<file path="src/rtl/player_pkg.sv">
// Shared types and constants for the multi-shot player ship controller.
package player_pkg;

  typedef enum logic [2:0] {
    ST_IDLE      = 3'd0,
    ST_LEFT      = 3'd1,
    ST_RIGHT     = 3'd2,
    ST_HIT_PAUSE = 3'd3,
    ST_DEAD      = 3'd4
  } player_state_e;

  localparam int BULLET_W = 6;
  localparam int BULLET_H = 10;

  localparam int LEFT_BORDER  = 9;
  localparam int RIGHT_BORDER = 629;
  localparam int SPAWN_Y      = 424;
  localparam int CEILING      = 10;

endpackage

</file>
<file path="src/rtl/player_bullet_slot.sv">
// One bullet slot: launches at the muzzle, climbs once per frame, retires at
// the ceiling or on an enemy hit. A launch overrides any retire in the same cycle.
module player_bullet_slot
  import player_pkg::*;
#(
  parameter int spawn_y_p = SPAWN_Y,
  parameter int step_p    = 10
) (
  input  logic       clk_i,
  input  logic       reset_ni,
  input  logic       launch,
  input  logic [9:0] launch_left,
  input  logic       frame,
  input  logic       hit,
  input  logic       clear,
  input  logic [9:0] ceiling,
  output logic       valid,
  output logic [9:0] left,
  output logic [9:0] top
);

  localparam logic [9:0] SPAWN = 10'(spawn_y_p);
  localparam logic [9:0] STEP  = 10'(step_p);

  logic [9:0] next_top;

  // Saturating climb so a shallow ceiling can never wrap the top coordinate.
  assign next_top = (top > STEP) ? top - STEP : '0;

  // NOTE: clocked state uses non-blocking assignments so every register samples
  // pre-edge values; blocking here would create order-dependent simulation races.
  always_ff @(posedge clk_i or negedge reset_ni) begin
    if (!reset_ni) begin
      valid <= 1'b0;
      left  <= '0;
      top   <= SPAWN;
    end else if (launch) begin
      valid <= 1'b1;
      left  <= launch_left;
      top   <= SPAWN;
    end else if (clear) begin
      valid <= 1'b0;
      top   <= SPAWN;
    end else if (valid) begin
      if (hit) begin
        valid <= 1'b0;
      end else if (frame) begin
        top <= next_top;
        if (next_top <= ceiling) valid <= 1'b0;
      end
    end
  end

endmodule

</file>
<file path="src/rtl/player_multishot.sv">
// Player ship controller with several concurrent bullets and a per-frame fire
// cooldown. Define PLAYER_AUTOFIRE_EN to let a held fire button re-fire.
module player_multishot
  import player_pkg::*;
#(
  parameter logic [11:0] color_p        = {4'h5, 4'hE, 4'h5},
  parameter int          max_bullets_p  = 3,
  parameter int          ship_width_p   = 40,
  parameter int          step_p         = 5,
  parameter int          bullet_step_p  = 10,
  parameter int          left_border_p  = LEFT_BORDER,
  parameter int          right_border_p = RIGHT_BORDER,
  parameter int          spawn_y_p      = SPAWN_Y,
  parameter int          ceiling_p      = CEILING,
  parameter int          lives_reset_p  = 2,
  parameter int          lives_max_p    = 3,
  parameter int          cooldown_p     = 4
) (
  input  logic                              clk_i,
  input  logic                              reset_ni,
  input  logic                              frame_i,
  input  logic                              move_left_i,
  input  logic                              move_right_i,
  input  logic                              shoot_i,
  input  logic                              hit_i,
  input  logic [max_bullets_p-1:0]          hit_enemy_i,
  input  logic                              add_life_i,
  output logic                              alive_o,
  output logic                              paused_o,
  output logic [$clog2(lives_max_p+1)-1:0]  lives_o,
  output logic [9:0]                        pos_left_o,
  output logic [9:0]                        pos_right_o,
  output logic [3:0]                        red_o,
  output logic [3:0]                        green_o,
  output logic [3:0]                        blue_o,
  output logic [max_bullets_p-1:0]          bullet_valid_o,
  output logic [10*max_bullets_p-1:0]       bullet_left_o,
  output logic [10*max_bullets_p-1:0]       bullet_top_o,
  output logic [2:0]                        state_o
);

  localparam int LW = $clog2(lives_max_p + 1);
  localparam int CW = (cooldown_p < 1) ? 1 : $clog2(cooldown_p + 1);

  localparam logic [9:0]    CENTER      = 10'((left_border_p + right_border_p - ship_width_p) / 2);
  localparam logic [9:0]    L_MIN       = 10'(left_border_p);
  localparam logic [9:0]    L_MAX       = 10'(right_border_p - ship_width_p);
  localparam logic [9:0]    STEP        = 10'(step_p);
  localparam logic [9:0]    MUZZLE      = 10'(ship_width_p / 2 - BULLET_W / 2);
  localparam logic [LW-1:0] LIVES_RESET = LW'(lives_reset_p);
  localparam logic [LW-1:0] LIVES_MAX   = LW'(lives_max_p);
  localparam logic [CW-1:0] COOLDOWN    = CW'(cooldown_p);

  player_state_e            state;
  player_state_e            btn_state;
  logic [9:0]               pos_left;
  logic [9:0]               pos_next;
  logic [LW-1:0]            lives;
  logic [CW-1:0]            cooldown;
  logic                     shoot_q;
  logic                     shoot_rise;
  logic                     active;
  logic                     trigger;
  logic                     fire;
  logic                     taken;
  logic [max_bullets_p-1:0] launch;
  logic [max_bullets_p-1:0] bullet_valid;
  logic [max_bullets_p-1:0] slot_hit;

  assign shoot_rise = shoot_i & ~shoot_q;
  assign active     = (state == ST_IDLE) || (state == ST_LEFT) || (state == ST_RIGHT);

`ifdef PLAYER_AUTOFIRE_EN
  // Armed only by a shot that actually fired from a rising edge; releasing
  // the button or taking a hit disarms it.
  logic armed;

  always_ff @(posedge clk_i or negedge reset_ni) begin
    if (!reset_ni)                armed <= 1'b0;
    else if (!shoot_i || !active) armed <= 1'b0;
    else if (hit_i)               armed <= 1'b0;
    else if (fire)                armed <= 1'b1;
  end

  assign trigger = shoot_rise | (shoot_i & armed);
`else
  assign trigger = shoot_rise;
`endif

  assign fire = active & ~hit_i & trigger & (cooldown == '0) & ~(&bullet_valid);

  // NOTE: every combinational output gets a default before any branch; a path
  // that leaves one unassigned would infer a latch.
  always_comb begin
    btn_state = ST_IDLE;
    if (move_left_i && !move_right_i)      btn_state = ST_LEFT;
    else if (move_right_i && !move_left_i) btn_state = ST_RIGHT;
  end

  always_comb begin
    pos_next = pos_left;
    if (state == ST_LEFT)
      pos_next = (pos_left >= L_MIN + STEP) ? pos_left - STEP : L_MIN;
    else if (state == ST_RIGHT)
      pos_next = (pos_left + STEP <= L_MAX) ? pos_left + STEP : L_MAX;
  end

  // Lowest-index free slot takes the launch.
  always_comb begin
    launch = '0;
    taken  = 1'b0;
    for (int k = 0; k < max_bullets_p; k++) begin
      if (fire && !taken && !bullet_valid[k]) begin
        launch[k] = 1'b1;
        taken     = 1'b1;
      end
    end
  end

  always_ff @(posedge clk_i or negedge reset_ni) begin
    if (!reset_ni) begin
      state    <= ST_IDLE;
      pos_left <= CENTER;
      lives    <= LIVES_RESET;
      cooldown <= '0;
      shoot_q  <= 1'b0;
    end else begin
      shoot_q <= shoot_i;
      case (state)
        ST_IDLE, ST_LEFT, ST_RIGHT: begin
          if (hit_i) begin
            cooldown <= '0;
            if (lives > LW'(1)) begin
              lives <= lives - LW'(1);
              state <= ST_HIT_PAUSE;
            end else begin
              lives <= '0;
              state <= ST_DEAD;
            end
          end else begin
            state <= btn_state;
            if (frame_i) pos_left <= pos_next;
            if (fire)                              cooldown <= COOLDOWN;
            else if (frame_i && cooldown != '0)    cooldown <= cooldown - CW'(1);
            if (add_life_i && lives < LIVES_MAX)   lives <= lives + LW'(1);
          end
        end
        ST_HIT_PAUSE: begin
          if (shoot_rise) begin
            pos_left <= CENTER;
            state    <= btn_state;
          end
          if (add_life_i && lives < LIVES_MAX) lives <= lives + LW'(1);
        end
        ST_DEAD: begin
          if (shoot_rise) begin
            pos_left <= CENTER;
            lives    <= LIVES_RESET;
            state    <= btn_state;
          end
        end
        default: state <= ST_IDLE;
      endcase
    end
  end

  // Bullets are frozen outside the flying states; a hit clears them all.
  assign slot_hit = hit_enemy_i & {max_bullets_p{active}};

  for (genvar k = 0; k < max_bullets_p; k++) begin : g_slot
    player_bullet_slot #(
      .spawn_y_p (spawn_y_p),
      .step_p    (bullet_step_p)
    ) u_slot (
      .clk_i       (clk_i),
      .reset_ni    (reset_ni),
      .launch      (launch[k]),
      .launch_left (pos_left + MUZZLE),
      .frame       (frame_i & active),
      .hit         (slot_hit[k]),
      .clear       (active & hit_i),
      .ceiling     (10'(ceiling_p)),
      .valid       (bullet_valid[k]),
      .left        (bullet_left_o[10*k +: 10]),
      .top         (bullet_top_o[10*k +: 10])
    );
  end

  assign bullet_valid_o = bullet_valid;
  assign state_o        = state;
  assign alive_o        = (state != ST_DEAD);
  assign paused_o       = (state == ST_HIT_PAUSE);
  assign lives_o        = lives;
  assign pos_left_o     = pos_left;
  assign pos_right_o    = pos_left + 10'(ship_width_p);
  assign red_o          = color_p[11:8];
  assign green_o        = color_p[7:4];
  assign blue_o         = color_p[3:0];

endmodule

</file>
<file path="config.mk">
export PLATFORM = sky130hd
export DESIGN_NAME = player_multishot
export DESIGN_NICKNAME = d
export VERILOG_FILES = /design/src/rtl/player_pkg.sv /design/src/rtl/player_bullet_slot.sv /design/src/rtl/player_multishot.sv
export SDC_FILE = /design/constraint.sdc
export NUM_CORES = 1
export LEC_CHECK = 0
export BUFFER_PORTS_ARGS = -buffer_cell sky130_fd_sc_hd__buf_4
export CAP_MARGIN = 20
export CORE_UTILIZATION = 40
export CTS_BUF_LIST = sky130_fd_sc_hd__clkbuf_8
export DETAILED_ROUTE_END_ITERATION = 7
export GPL_TIMING_DRIVEN = 0
export PLACE_DENSITY_LB_ADDON = 0.12
export RECOVER_POWER = 50
export SYNTH_ARGS = -nofsm -noshare
export SYNTH_HDL_FRONTEND = slang
export SYNTH_HIERARCHICAL = 1
export SYNTH_SLANG_ARGS = --single-unit
</file>
<file path="constraint.sdc">
create_clock -name clk_i -period 2.8 [get_ports clk_i]
set_input_delay 0.84 -clock clk_i [delete_from_list [all_inputs] [get_ports clk_i]]
set_output_delay 0.84 -clock clk_i [all_outputs]
set_load 0.02 [all_outputs]
</file>
==> results_dict.tcl <==
set metrics [dict create \
    maxSlewViolCount 0 \
    synth-main-ff-cell "dfrtp_1" \
    clkSinkCount 82 \
    clk_pin_slew_ps 90 \
    peakVddDrop_v 0.000523 \
    die_h_um 127 \
    nFillCells 1488 \
    gp_congestion 0.886 \
    chipWidth_um 127 \
    grt_pass1_wl_um 27000 \
    insertion_delay_ps 380 \
    dieArea_um2 16200 \
    crit_arrival_ps 2980 \
    final.min_clock_period_ps 2710 \
    cts_buffers 9 \
    yosysTopAreaCell "dfrtp_1" \
    ys_ff_latch 82 \
    worst_setup_path_start_kind "flop" \
    viasPerCell 5.32 \
    min_path_type "input port to async pin" \
    drc 0 \
    synth_top_family_by_area "compound AO/OA/AOI/OAI gates" \
    post_drt_wl_per_cell_um 15.6 \
    vias 5675 \
    drive_gt1_share_pct 25.7 \
    finalSetupViolCount 0 \
    ys_warn_count 6 \
    ys_top_cells_by_area "dfrtp_1, ha_1, dfstp_2, mux2_2, xnor2_1" \
    fmax_mhz 369 \
    worstSetupEndpointType "flop" \
    design_area_um2 7640 \
    synthAdderAreaFrac_pct 8.97 \
    critPathMaxFanout 8 \
    areaGrowthSynthToFinish_pct 21.7 \
    relSlewSlack_pct 34.4 \
    leakage_nw 3.44 \
    cts_max_level 3 \
    grt_usage_pct 21.0 \
    synthCells 695 \
    syn-cell-area_um2 6280 \
    netlist-cell-type-count 84 \
    synth.area.mux_share_pct 6.22 \
    portBuffers 100 \
    core_area_um2 15300 \
    skew_ps 12.4 \
    status "finished, final reports clean" \
    rows 45 \
    num-nets-final 906 \
    grt_remaining_overflow 0 \
    first_pass_iters 5 \
    seq_area_frac_synth_pct 33.0 \
    synth_xor_area_share_pct 5.02 \
    cts_root_buffer "clkbuf_8" \
    stdcell_count 1066 \
    grt_max_degree 83 \
    start_util_pct 41.1 \
    dp_hpwl_um 12300 \
    cts-hold-fix-buffers 0 \
    antenna_cells 0 \
    tightestPinTransition_ps 984 \
    criticalPathCategory "flop to flop" \
    critPathRequiredTime_ps 3070 \
    routed_wl_um 16600 \
    ant_nets 0 \
    cts_tree "done" \
    dpl_cell_area_um2 7440 \
    synth_top_area_share_pct 25.5 \
    drtIter0Drc 302 \
    synthSimpleGateAreaFrac_pct 18.9 \
    yosys-top-cells-count "nor2_1, dfrtp_1, inv_1" \
    ios 113 \
    place_inst 1046 \
    grt_pass1_vias 5389 \
    cap_violations 0 \
    synth_compound_area_share_pct 20.0 \
    avgSynthCellArea_um2 9.03 \
    async_reset_ff_share_pct 100 \
    cts_max_path_buffers 2 \
    synth_edf_count 0 \
    p_per_area_nw_per_um2 676 \
    min_period_over_period_pct 96.8 \
    final_hold_viol_count 0 \
    synth.most_common_cell "nor2_1" \
    antenna_found_initial 0 \
]
metrics by stage:
stage	util [%]	hold slack (ps)	power, mW	TNS [ps]	setup WS, ps
CTS	50.3	526	5.28	0	50.4
detailed placement	48.8	497	4.31	-16520	-671
global route	50.1	528	5.53	-18.6	-18.6
global placement	48.8	495	4.27	-14890	-637
floorplan	-	544	3.42	0	133
finish	50.1	516	5.17	0	89.0
state kept, by name (all words and copies together) (netlist names):
| register | cells |
|---|---|
| pos_left_o | 10 |
| g_slot.u_slot/top | 30 |
| g_slot.u_slot/left | 30 |
| lives_o | 2 |
| shoot_q | 1 |
| g_slot.u_slot/valid | 3 |
| cooldown | 3 |
| state_o | 3 |
worst paths after layout:
path / from / endpoint / slack, ps / cells after the start
max in group asynchronous: reset_ni / g_slot[1].u_slot/top[6]$_DFFE_PN0P_ / 700 / 2
max: g_slot[0].u_slot/top[4]$_DFFE_PN0P_ / g_slot[0].u_slot/valid$_DFF_PN0_ / 90 / 10
min: reset_ni / lives_o[0]$_DFFE_PN0P_ / 520 / 1
max reg2reg: g_slot[0].u_slot/top[4]$_DFFE_PN0P_ / g_slot[0].u_slot/valid$_DFF_PN0_ / 90 / 10
min reg2reg: g_slot[1].u_slot/left[9]$_DFFE_PN0P_ / g_slot[1].u_slot/left[9]$_DFFE_PN0P_ / 520 / 1
min in group clk_i: g_slot[1].u_slot/left[9]$_DFFE_PN0P_ / g_slot[1].u_slot/left[9]$_DFFE_PN0P_ / 520 / 1
cell families (layout without fill, tap and decap cells):
family / count (synthesis) / count (layout)
other: 2 / 42
AND/OR/NAND/NOR: 217 / 217
AO/OA/AOI/OAI: 177 / 177
buffers and inverters: 101 / 221
adder cells (fa/ha/maj): 45 / 45
flip-flops: 82 / 82
XOR/XNOR: 36 / 36
multiplexers: 35 / 35
cells in the final DEF (no fill, tap or decap), types with 7 or more instances in the layout:
master	n
and2_1	8
dfrtp_1	58
mux2_2	32
buf_2	15
inv_1	58
nor3_1	17
xnor2_1	27
ha_1	44
a21oi_1	35
a31oi_1	16
nand3_1	18
a21o_1	8
nand2b_1	8
buf_4	82
o211ai_1	10
nand2_1	26
clkbuf_8	10
nor2_1	66
xor2_1	7
nor2b_1	11
clkbuf_1	43
dfstp_2	18
o21ai_0	33
conb_1	42
repair_timing:
item / in CTS / in global routing
gates cloned: 0 / 1
gates resized for setup: 9 / 23
pin swaps: 0 / 1
setup buffers: 1 / 2
setup endpoints to repair: 48 / 16
cell type report:
cell class	instances	area (um2)	share of cell area (%)
multi-input combinational	552	3960	51.8
clock buffer	10	138	1.80
tap	211	264	3.45
timing repair buffer	105	639	8.37
inverter	57	214	2.80
sequential	82	2080	27.2
buffer	43	283	3.70
clock inverter	6	67.6	0.884
metal layers:
layer	part of all wire, %	GRT usage, %	wire, um	up-vias
li1	-	-	-	2756
met1	45	27.2	7490	2696
met2	46	34.1	7710	197
met3	6.3	4.65	1050	26
met4	2.3	8.54	377	0
met5	0	0	0	-
power breakdown:
group	internal (mW)	leakage (nW)	total (mW)	switching (mW)
Sequential	1.40	1.04	1.58	0.185
Clock	0.438	0.104	0.915	0.477
Combinational	1.03	2.29	2.67	1.64
Total	2.86	3.44	5.17	2.30
critical path: stages, from the launching register on:
cell	delay [ps]
dfrtp_2	450
or2_1	210
buf_2	180
or4_4	520
mux2i_4	200
inv_1	60
ha_1	290
and3_1	190
nand3_1	110
o21ba_2	220
o32a_1	160
Power figures use the tool's default switching activity.
